File: src/rtl/maze_seq_pkg.sv
// Shared constants, FSM state and status encodings for the maze sequencer.
package maze_seq_pkg;

  localparam int MAZE_DIM     = 15;
  localparam int MAZE_CELLS   = 225;
  localparam int WAIT_TIMEOUT = 3000;

  typedef enum logic [2:0] {
    IDLE,
    LOAD,
    FEED,
    WAIT,
    STREAM,
    DONE
  } state_t;

  typedef enum logic [1:0] {
    OK        = 2'd0,
    NOT_VALID = 2'd1,
    TIMEOUT   = 2'd2,
    RESERVED  = 2'd3
  } status_t;

endpackage

File: src/rtl/maze_shift_buf.sv
// Maze storage: rows shift in 15 bits at a time, cells shift out one per cycle from bit 0.
module maze_shift_buf
  import maze_seq_pkg::*;
(
  input  logic                clk,
  input  logic                i_load,
  input  logic [MAZE_DIM-1:0] i_row,
  input  logic                i_shift,
  output logic                o_cell
);

  logic [MAZE_CELLS-1:0] r_cells;

  // After 15 row loads row y sits at bits [y*15 +: 15], so bit 0 is cell (0,0).
  always_ff @(posedge clk) begin
    if (i_load)
      r_cells <= {i_row, r_cells[MAZE_CELLS-1:MAZE_DIM]};
    else if (i_shift)
      r_cells <= {1'b0, r_cells[MAZE_CELLS-1:1]};
  end

  assign o_cell = r_cells[0];

endmodule

File: src/rtl/maze_seq_ctrl.sv
// Maze job sequencer: loads 15 rows, serialises them to the solver, forwards the path.
// Optional WAIT watchdog enabled by defining MAZE_SEQ_TIMEOUT_EN.
module maze_seq_ctrl
  import maze_seq_pkg::*;
(
  input  logic                clk,
  input  logic                rst,
  input  logic                row_valid,
  input  logic [MAZE_DIM-1:0] row_data,
  output logic                row_ready,
  output logic                slv_in_valid,
  output logic                slv_maze,
  input  logic                slv_out_valid,
  input  logic                slv_maze_not_valid,
  input  logic [3:0]          slv_out_x,
  input  logic [3:0]          slv_out_y,
  output logic                res_valid,
  output logic [3:0]          res_x,
  output logic [3:0]          res_y,
  output logic                done,
  output logic [1:0]          status,
  output logic [7:0]          path_len
);

  state_t     r_state;
  logic [3:0] r_row_cnt;
  logic [7:0] r_feed_cnt;
  logic [7:0] r_path_cnt;
  logic       r_slv_in_valid;
  logic       r_res_valid;
  logic [3:0] r_res_x;
  logic [3:0] r_res_y;
  logic       r_done;
  status_t    r_status;
  logic [7:0] r_path_len;
`ifdef MAZE_SEQ_TIMEOUT_EN
  logic [11:0] r_wd;
`endif

  logic w_row_ready;
  logic w_row_hs;
  logic w_cell;

  // Ready is gated by rst so the host never sees a handshake during reset.
  assign w_row_ready = ~rst & ((r_state == IDLE) | (r_state == LOAD));
  assign w_row_hs    = row_valid & w_row_ready;

  maze_shift_buf u_buf (
    .clk     (clk),
    .i_load  (w_row_hs),
    .i_row   (row_data),
    .i_shift (r_slv_in_valid),
    .o_cell  (w_cell)
  );

  always_ff @(posedge clk) begin
    if (rst) begin
      r_state        <= IDLE;
      r_row_cnt      <= '0;
      r_feed_cnt     <= '0;
      r_path_cnt     <= '0;
      r_slv_in_valid <= 1'b0;
      r_res_valid    <= 1'b0;
      r_res_x        <= '0;
      r_res_y        <= '0;
      r_done         <= 1'b0;
      r_status       <= OK;
      r_path_len     <= '0;
`ifdef MAZE_SEQ_TIMEOUT_EN
      r_wd           <= '0;
`endif
    end else begin
      r_res_valid <= 1'b0;
      r_done      <= 1'b0;
      case (r_state)
        IDLE: begin
          if (row_valid) begin
            r_state   <= LOAD;
            r_row_cnt <= 4'd1;
          end
        end
        LOAD: begin
          if (row_valid) begin
            if (r_row_cnt == 4'(MAZE_DIM - 1)) begin
              r_state        <= FEED;
              r_slv_in_valid <= 1'b1;
              r_feed_cnt     <= '0;
            end else begin
              r_row_cnt <= r_row_cnt + 4'd1;
            end
          end
        end
        FEED: begin
          r_feed_cnt <= r_feed_cnt + 8'd1;
          if (r_feed_cnt == 8'(MAZE_CELLS - 1)) begin
            r_state        <= WAIT;
            r_slv_in_valid <= 1'b0;
            r_path_cnt     <= '0;
`ifdef MAZE_SEQ_TIMEOUT_EN
            r_wd           <= '0;
`endif
          end
        end
        WAIT: begin
          // not_valid takes priority and drops any simultaneous step.
          if (slv_maze_not_valid) begin
            r_state    <= DONE;
            r_done     <= 1'b1;
            r_status   <= NOT_VALID;
            r_path_len <= '0;
          end else if (slv_out_valid) begin
            r_state     <= STREAM;
            r_res_valid <= 1'b1;
            r_res_x     <= slv_out_x;
            r_res_y     <= slv_out_y;
            r_path_cnt  <= 8'd1;
          end
`ifdef MAZE_SEQ_TIMEOUT_EN
          else if (r_wd == 12'(WAIT_TIMEOUT - 1)) begin
            r_state    <= DONE;
            r_done     <= 1'b1;
            r_status   <= TIMEOUT;
            r_path_len <= '0;
          end else begin
            r_wd <= r_wd + 12'd1;
          end
`endif
        end
        STREAM: begin
          if (slv_out_valid) begin
            r_res_valid <= 1'b1;
            r_res_x     <= slv_out_x;
            r_res_y     <= slv_out_y;
            r_path_cnt  <= (r_path_cnt == 8'hFF) ? r_path_cnt : r_path_cnt + 8'd1;
          end else begin
            r_state    <= DONE;
            r_done     <= 1'b1;
            r_status   <= OK;
            r_path_len <= r_path_cnt;
          end
        end
        DONE:    r_state <= IDLE;
        default: r_state <= IDLE;
      endcase
    end
  end

  assign row_ready    = w_row_ready;
  assign slv_in_valid = r_slv_in_valid;
  assign slv_maze     = r_slv_in_valid & w_cell;
  assign res_valid    = r_res_valid;
  assign res_x        = r_res_x;
  assign res_y        = r_res_y;
  assign done         = r_done;
  assign status       = r_status;
  assign path_len     = r_path_len;

endmodule
File: config.mk
export PLATFORM = sky130hd
export DESIGN_NAME = maze_seq_ctrl
export DESIGN_NICKNAME = d
export VERILOG_FILES = /design/src/rtl/maze_seq_pkg.sv /design/src/rtl/maze_shift_buf.sv /design/src/rtl/maze_seq_ctrl.sv
export SDC_FILE = /design/constraint.sdc
export NUM_CORES = 1
export LEC_CHECK = 0
export ABC_AREA = 1
export CAP_MARGIN = 20
export CORE_ASPECT_RATIO = 0.8
export CORE_MARGIN = 3
export CORE_UTILIZATION = 55
export CTS_CLUSTER_DIAMETER = 40
export DETAILED_ROUTE_END_ITERATION = 8
export PLACE_DENSITY = 0.73
export RECOVER_POWER = 25
export SLEW_MARGIN = 20
export SYNTH_ARGS = -nofsm -noshare
export SYNTH_HDL_FRONTEND = slang
export SYNTH_HIERARCHICAL = 1
export SYNTH_SLANG_ARGS = --single-unit
File: constraint.sdc
create_clock -name clk -period 6.25 [get_ports clk]
set_input_delay 1.25 -clock clk [delete_from_list [all_inputs] [get_ports clk]]
set_output_delay 1.25 -clock clk [all_outputs]
set_load 0.02 [all_outputs]
==> reports/metrics.yaml, run 1 <==
layout:
  seq_area_um2: 7620
  diodes: 0
  area_delta_synth_final_pct: 14.4
  multi_input_area_um2: 3670
  fin_nets: 1348
  final_common_cell: "nand2_1"
  final_cells: 1608
  drive_above_1_share_pct: 5.38
  final_cell_mix: "nand2_1, edfxtp_1, nor2_1, dfxtp_1, nand3_1"
  nFillCells: 1675
global_routing:
  grt_max_degree: 130
  grt_pass1_vias: 7625
  grt_first_pass_wirelength_mm: 35.7
  antenna_found_initial: 0
  grt-ovfl-total: 0
  grt_usage_pct: 18.5
synthesis:
  synth_seq_area_share_pct: 64.3
  syn_inst: 1281
  ys_ff_latch: 268
  syn_area_um2: 11800
  ys_warn_count: 6
  ys_types: 35
  avgSynthCellArea_um2: 9.25
  syn-num-nets: 1314
clock_network:
  post_cts_resized: 0
  insertion_delay_ns: 0.50
  cts_tree: "yes"
  ctsHoldBuffers: 0
  post_cts_buffers: 0
  clock-sinks: 268
  clk_path_buf_depth: 3
  htreeDepth: 2
  cts_buffers: 34
  clkTransAtPathRegs_ns: 0.05
  clock_tree.root_cell: "clkbuf_16"
floorplan:
  core_area_um2: 20900
  dieArea_um2: 23300
  die_w_um: 170
  start_util_pct: 56.6
  placementRows: 47
  die_h_um: 137
  io_pins: 51
critical_path:
  critPathMaxFanout: 129
  startpoint: "rst"
  cp-start-kind: "input port"
  cp_data_arrival_time_ns: 5.04
  worstSetupPathType: "in2reg"
  required_ns: 6.61
  timing.rr.start: "r_state[1]$_SDFFE_PP0P_"
  end_kind: "register"
timing:
  rsz0062_at_grt: "false"
  fin_skew_ns: 0.00910
  fmax_mhz: 214
  setup_viol: 0
  slew_violations: 255
  hold_viol: 0
  slew_headroom_pct: -85.3
  finalCriticalPeriod_ns: 4.67
  tightest_slew_ns: 2.78
  setup_tns_ns: 0
  timing.final.crit_share_pct: 74.8
power_and_ir_drop:
  leakagePower_nw: 5.85
  irDropWorstVdd_mv: 0.271
  p_per_area_nw_per_um2: 487
route:
  wl_per_cell_um: 13.1
  via_count: 8191
  via_per_inst: 5.09
  drt_first_pass_iters: 5
  wl_mm: 21.0
  drc: 0
  drtAntennaViolNets: 0
  drt-initial-drc-count: 739
placement:
  placed_cells: 1548
  gp_congestion: 0.855
  hpwl_mm: 12.0
  port_buffers: 49
hold_path:
  min_from: "status[0]$_SDFFE_PP0P_"
  hold_class: "reg2reg"
outcome:
  status: "finished, violations left"
  violations: "capacitance limit, slew limit"
run:
  maxCapViolCount: 4
==> kinds of logic (layout without fill, tap and decap cells) <==
logic type / count (synthesis) / in the layout / synth area share, %
AOI/OAI and AO/OA: 49 / 49 / 2.30
xor gates and xnor gates: 3 / 3 / 0.222
adders and majority gates: 5 / 5 / 0.528
buffers and inverters: 98 / 156 / 4.38
DFF: 268 / 268 / 64.3
other: 1 / 1 / 0.0317
and+or+nand+nor: 857 / 857 / 28.2
==> critical path, stage by stage <==
cell	delay, ns
dlygate4sd3_1	0.52
buf_4	0.32
nor3_1	0.15
inv_1	1.97
buf_12	0.47
nand2_1	0.15
nand2_1	0.10
==> routing by layer <==
metal	track usage [%]	share of wire [%]	vias to the layer above
met5	0	0	-
met4	6.26	1.9	0
met3	3.47	4.5	32
met2	29.4	46	160
met1	26.0	47	3812
li1	-	-	4187
==> cell type report <==
cell class              count  area share (%)
multi-input cells         915            27.1
well taps                 269            2.48
inverters                  39            1.08
clock inverters            19            1.57
repair buffers             57            4.41
flip-flops and latches    268            56.2
clock buffers              41            7.17
==> flip-flops by register name (all words and copies together) (netlist names), 3 cells and up <==
signal	flops
r_feed_cnt	8
r_state	3
res_y	4
r_path_cnt	8
r_row_cnt	4
path_len	8
res_x	4
u_buf/r_cells	225
==> worst paths after layout <==
kind,to,slack [ns],cells after the start
worst max-delay path,u_buf/r_cells[157]$_DFFE_PP_,1.58,7
worst min register to register,status[0]$_SDFFE_PP0P_,0.46,2
worst max register to register,u_buf/r_cells[157]$_DFFE_PP_,2.37,9
worst min-delay path,status[0]$_SDFFE_PP0P_,0.46,2
==> report_power, final <==
group | total [W] | internal (W) | switching (W)
Combinational | 0.00142 | 0.000449 | 0.000969
Clock | 0.00201 | 0.00128 | 0.000732
Sequential | 0.00317 | 0.00286 | 0.000309
==> synth_stat cells <==
| cell | number | share of area (%) |
|---|---|---|
| edfxtp_1 | 225 | 57 |
| ha_1 | 5 | 0.53 |
| inv_1 | 31 | 0.98 |
| nor2_1 | 52 | 1.6 |
| o21ai_0 | 12 | 0.51 |
| or2_2 | 3 | 0.16 |
| nand4_1 | 2 | 0.11 |
| o21a_1 | 1 | 0.063 |
| o21bai_1 | 2 | 0.13 |
| nand2_1 | 744 | 24 |
| nand3_1 | 39 | 1.6 |
| nor3_2 | 1 | 0.085 |
| clkbuf_1 | 10 | 0.32 |
| conb_1 | 1 | 0.032 |
| nor2_2 | 1 | 0.053 |
| nand2_4 | 1 | 0.095 |
| nor3_1 | 5 | 0.21 |
| buf_2 | 28 | 1.2 |
| o31ai_1 | 1 | 0.063 |
| nand2_2 | 4 | 0.21 |
| xor2_1 | 3 | 0.22 |
| a21oi_2 | 1 | 0.074 |
| buf_4 | 9 | 0.57 |
| a211oi_1 | 1 | 0.063 |
| a22oi_2 | 1 | 0.11 |
| a21oi_1 | 27 | 1.1 |
| o21ai_1 | 2 | 0.085 |
| nand3_2 | 1 | 0.085 |
| buf_6 | 11 | 1.0 |
| nor2_4 | 3 | 0.29 |
| inv_2 | 8 | 0.25 |
| dfxtp_1 | 43 | 7.3 |
| o21ai_2 | 1 | 0.074 |
| buf_1 | 1 | 0.032 |
| nand3b_1 | 1 | 0.063 |
==> through the flow <==
step / utilization (%) / total power [W] / area [um2] / hold slack (ns) / setup WS [ns]
3_3_place_gp: 59.3 / 0.00459 / 12400 / 0.451 / 2.32
5_1_grt: 64.8 / 0.00703 / 13600 / 0.498 / 1.20
3_5_place_dp: 59.3 / 0.00463 / 12400 / 0.461 / 2.33
4_1_cts: 65.0 / 0.00669 / 13600 / 0.470 / 2.30
2_1_floorplan: - / 0.00428 / 11800 / 0.453 / 0.990
6_report: 64.8 / 0.00660 / 13600 / 0.460 / 1.58
No activity file was read; power rests on OpenSTA's default activity.
==> inputs of run 2 (changes only) <==
PLACE_DENSITY = 0.76   (was 0.73)
clock period = 3.9 ns   (was 6.25 ns; I/O delays follow)
==> run 2 against run 1 <==
Compared with the run above:
- the run now ends clean
- register-to-register slack got worse by 1.6 ns
- combinational power grew 65%
- clock skew is 0.0031 ns higher
- die area unchanged
- core utilization decreased by 0.42 points
==> reports/metrics.yaml, run 2 (synthesis gave the netlist of run 1 again) <==
floorplan:
  placementRows: 47  # unchanged
  start_util_pct: 56.6  # unchanged
  die_w_um: 170  # unchanged
  core_area_um2: 20900  # unchanged
  io_pins: 51  # unchanged
  die_h_um: 137  # unchanged
  dieArea_um2: 23300  # unchanged
global_routing:
  grt_usage_pct: 18.0  # was 18.5%
  grt_first_pass_wirelength_mm: 35.5  # was 35.7 mm
  grt_pass1_vias: 7670  # was 7,625
  antenna_found_initial: 0  # unchanged
  grt-ovfl-total: 0  # unchanged
  grt_max_degree: 226  # was 130
layout:
  final_cell_mix: "nand2_1, edfxtp_1, nor2_1, dfxtp_1, nand3_1"  # unchanged
  fin_area_um2: 13500  # was 13,600 um2
  regMostFlops: "u_buf/r_cells"  # unchanged
  largest_register_ffs: 225  # unchanged
  final_common_cell: "nand2_1"  # unchanged
  area_delta_synth_final_pct: 13.7  # was 14.4%
  fin_nets: 1350  # was 1,348
  final_cells: 1611  # was 1,608
  seq_area_um2: 7620  # unchanged
  nFillCells: 1727  # was 1,675
  diodes: 0  # unchanged
  multi_input_area_um2: 3670  # about the same
  drive_above_1_share_pct: 5.66  # was 5.38%
timing:
  rsz0062_at_grt: "false"  # unchanged
  slew_headroom_pct: 3.05  # was -85.3%
  finalCriticalPeriod_ns: 3.16
  hold_viol: 0  # unchanged
  setup_tns_ns: 0  # unchanged
  fmax_mhz: 316
  fin_hold_ws_ns: 0.477  # was 0.460 ns
  fin_skew_ns: 0.0122  # was 0.00910 ns
  timing.final.crit_share_pct: 81.1
  slew_violations: 0  # was 255
  tightest_slew_ns: 1.44  # was 2.78 ns
  setup_viol: 0  # unchanged
critical_path:
  rrSetupSlack_ns: 0.74  # was 2.37 ns
  reg2reg_depth: 6  # was 9
  end_kind: "register"  # unchanged
  required_ns: 4.13  # was 6.61 ns
  critPathMaxFanout: 45  # was 129
  timing.rr.start: "r_state[0]$_SDFFE_PP0P_"  # was r_state[1]$_SDFFE_PP0P_
  worstSetupPathType: "reg2reg"  # was in2reg
  slowest_delay_ns: 1.08  # was 1.97 ns
  crit_chain: "nand3_1, nand2_1, inv_1, nor3_2, or2_2, buf_4"  # was dlygate4sd3_1, buf_4, nor3_1, inv_1, buf_12, nand2_1, nand2_1
  cp-start-kind: "register"  # was input port
  worstReg2RegEnd: "u_buf/r_cells[78]$_DFFE_PP_"  # was u_buf/r_cells[157]$_DFFE_PP_
  slowest_stage: "or2_2"  # was inv_1
  cp_data_arrival_time_ns: 3.39  # was 5.04 ns
clock_network:
  clock_tree.root_cell: "clkbuf_16"  # unchanged
  clk_path_buf_depth: 3  # unchanged
  clock-sinks: 268  # unchanged
  ctsHoldBuffers: 0  # unchanged
  post_cts_resized: 0  # unchanged
  clkTransAtPathRegs_ns: 0.06  # was 0.05 ns
  cts_buffers: 31  # was 34
  cts_tree: "yes"  # unchanged
  post_cts_buffers: 0  # unchanged
  insertion_delay_ns: 0.55  # was 0.50 ns
  htreeDepth: 1  # was 2
route:
  drtAntennaViolNets: 0  # unchanged
  via_per_inst: 5.08  # was 5.09
  wl_per_cell_um: 12.9  # was 13.1 um
  via_count: 8176  # was 8,191
  drt-initial-drc-count: 685  # was 739
  drc: 0  # unchanged
  wl_mm: 20.7  # was 21.0 mm
  drt_first_pass_iters: 5  # unchanged
placement:
  port_buffers: 49  # unchanged
  placed_cells: 1553  # was 1,548
  place_area_um2: 12500  # was 12,400 um2
  gp_congestion: 0.794  # was 0.855
  hpwl_mm: 12.3  # was 12.0 mm
power_and_ir_drop:
  irDropWorstVdd_mv: 0.446  # was 0.271 mV
  p_per_area_nw_per_um2: 756  # was 487 nW/um2
  leakagePower_nw: 5.81  # was 5.85 nW
run:
  maxCapViolCount: 0  # was 4
hold_path:
  min_from: "status[0]$_SDFFE_PP0P_"  # unchanged
  min_path_cells: 2  # unchanged
  hold_end: "status[0]$_SDFFE_PP0P_"  # unchanged
  hold_class: "reg2reg"  # unchanged
outcome:
  status: "completed"  # was finished, violations left
run 2: area by class of cell:
type                            count  area share, %
Clock buffer                       38           6.19
Clock inverter                     20           1.27
Inverter                           39           1.12
Multi-Input combinational cell    915           27.2
Tap cell                          269           2.50
Sequential cell                   268           56.6
Timing Repair Buffer               62           5.11
run 2: metal layers:
| layer | up-vias | global-route usage, % | routed length [um] |
|---|---|---|---|
| li1 | 4202 | - | - |
| met3 | 32 | 3.16 | 751 |
| met2 | 129 | 30.3 | 9920 |
| met4 | 0 | 3.83 | 381 |
| met5 | - | 0 | 0 |
| met1 | 3813 | 25.1 | 9690 |
run 2: worst max-delay path, delay by kind of cell, from the launching register on:
kind,cells,cell delay [ns]
and+or+nand+nor,4,1.88
buffers and inverters,2,0.47
DFF,1,0.49
run 2: stage by stage:
| step | utilization, % | setup slack [ns] | power, W |
|---|---|---|---|
| detailed placement | 59.8 | 0.619 | 0.00751 |
| floorplan | - | 0.243 | 0.00681 |
| global route | 64.3 | 0.482 | 0.0109 |
| global placement | 59.8 | 0.686 | 0.00741 |
| CTS | 64.6 | 0.879 | 0.0103 |
| finish | 64.3 | 0.737 | 0.0102 |
run 2: where the power goes:
group	total [W]	internal, W	switching (W)
Clock	0.00278	0.00161	0.00116
Combinational	0.00234	0.000762	0.00158
Sequential	0.00506	0.00458	0.000483
Total	0.0102	0.00695	0.00323
run 2: worst max-delay path by stage:
| stage | start | end |
|---|---|---|
| finish | r_state[0]$_SDFFE_PP0P_ | u_buf/r_cells[78]$_DFFE_PP_ |
| global route | r_state[0]$_SDFFE_PP0P_ | u_buf/r_cells[87]$_DFFE_PP_ |
| CTS | rst | row_ready |
| detailed placement | row_valid | u_buf/r_cells[91]$_DFFE_PP_ |
| global placement | row_valid | u_buf/r_cells[88]$_DFFE_PP_ |
| floorplan | rst | u_buf/r_cells[0]$_DFFE_PP_ |
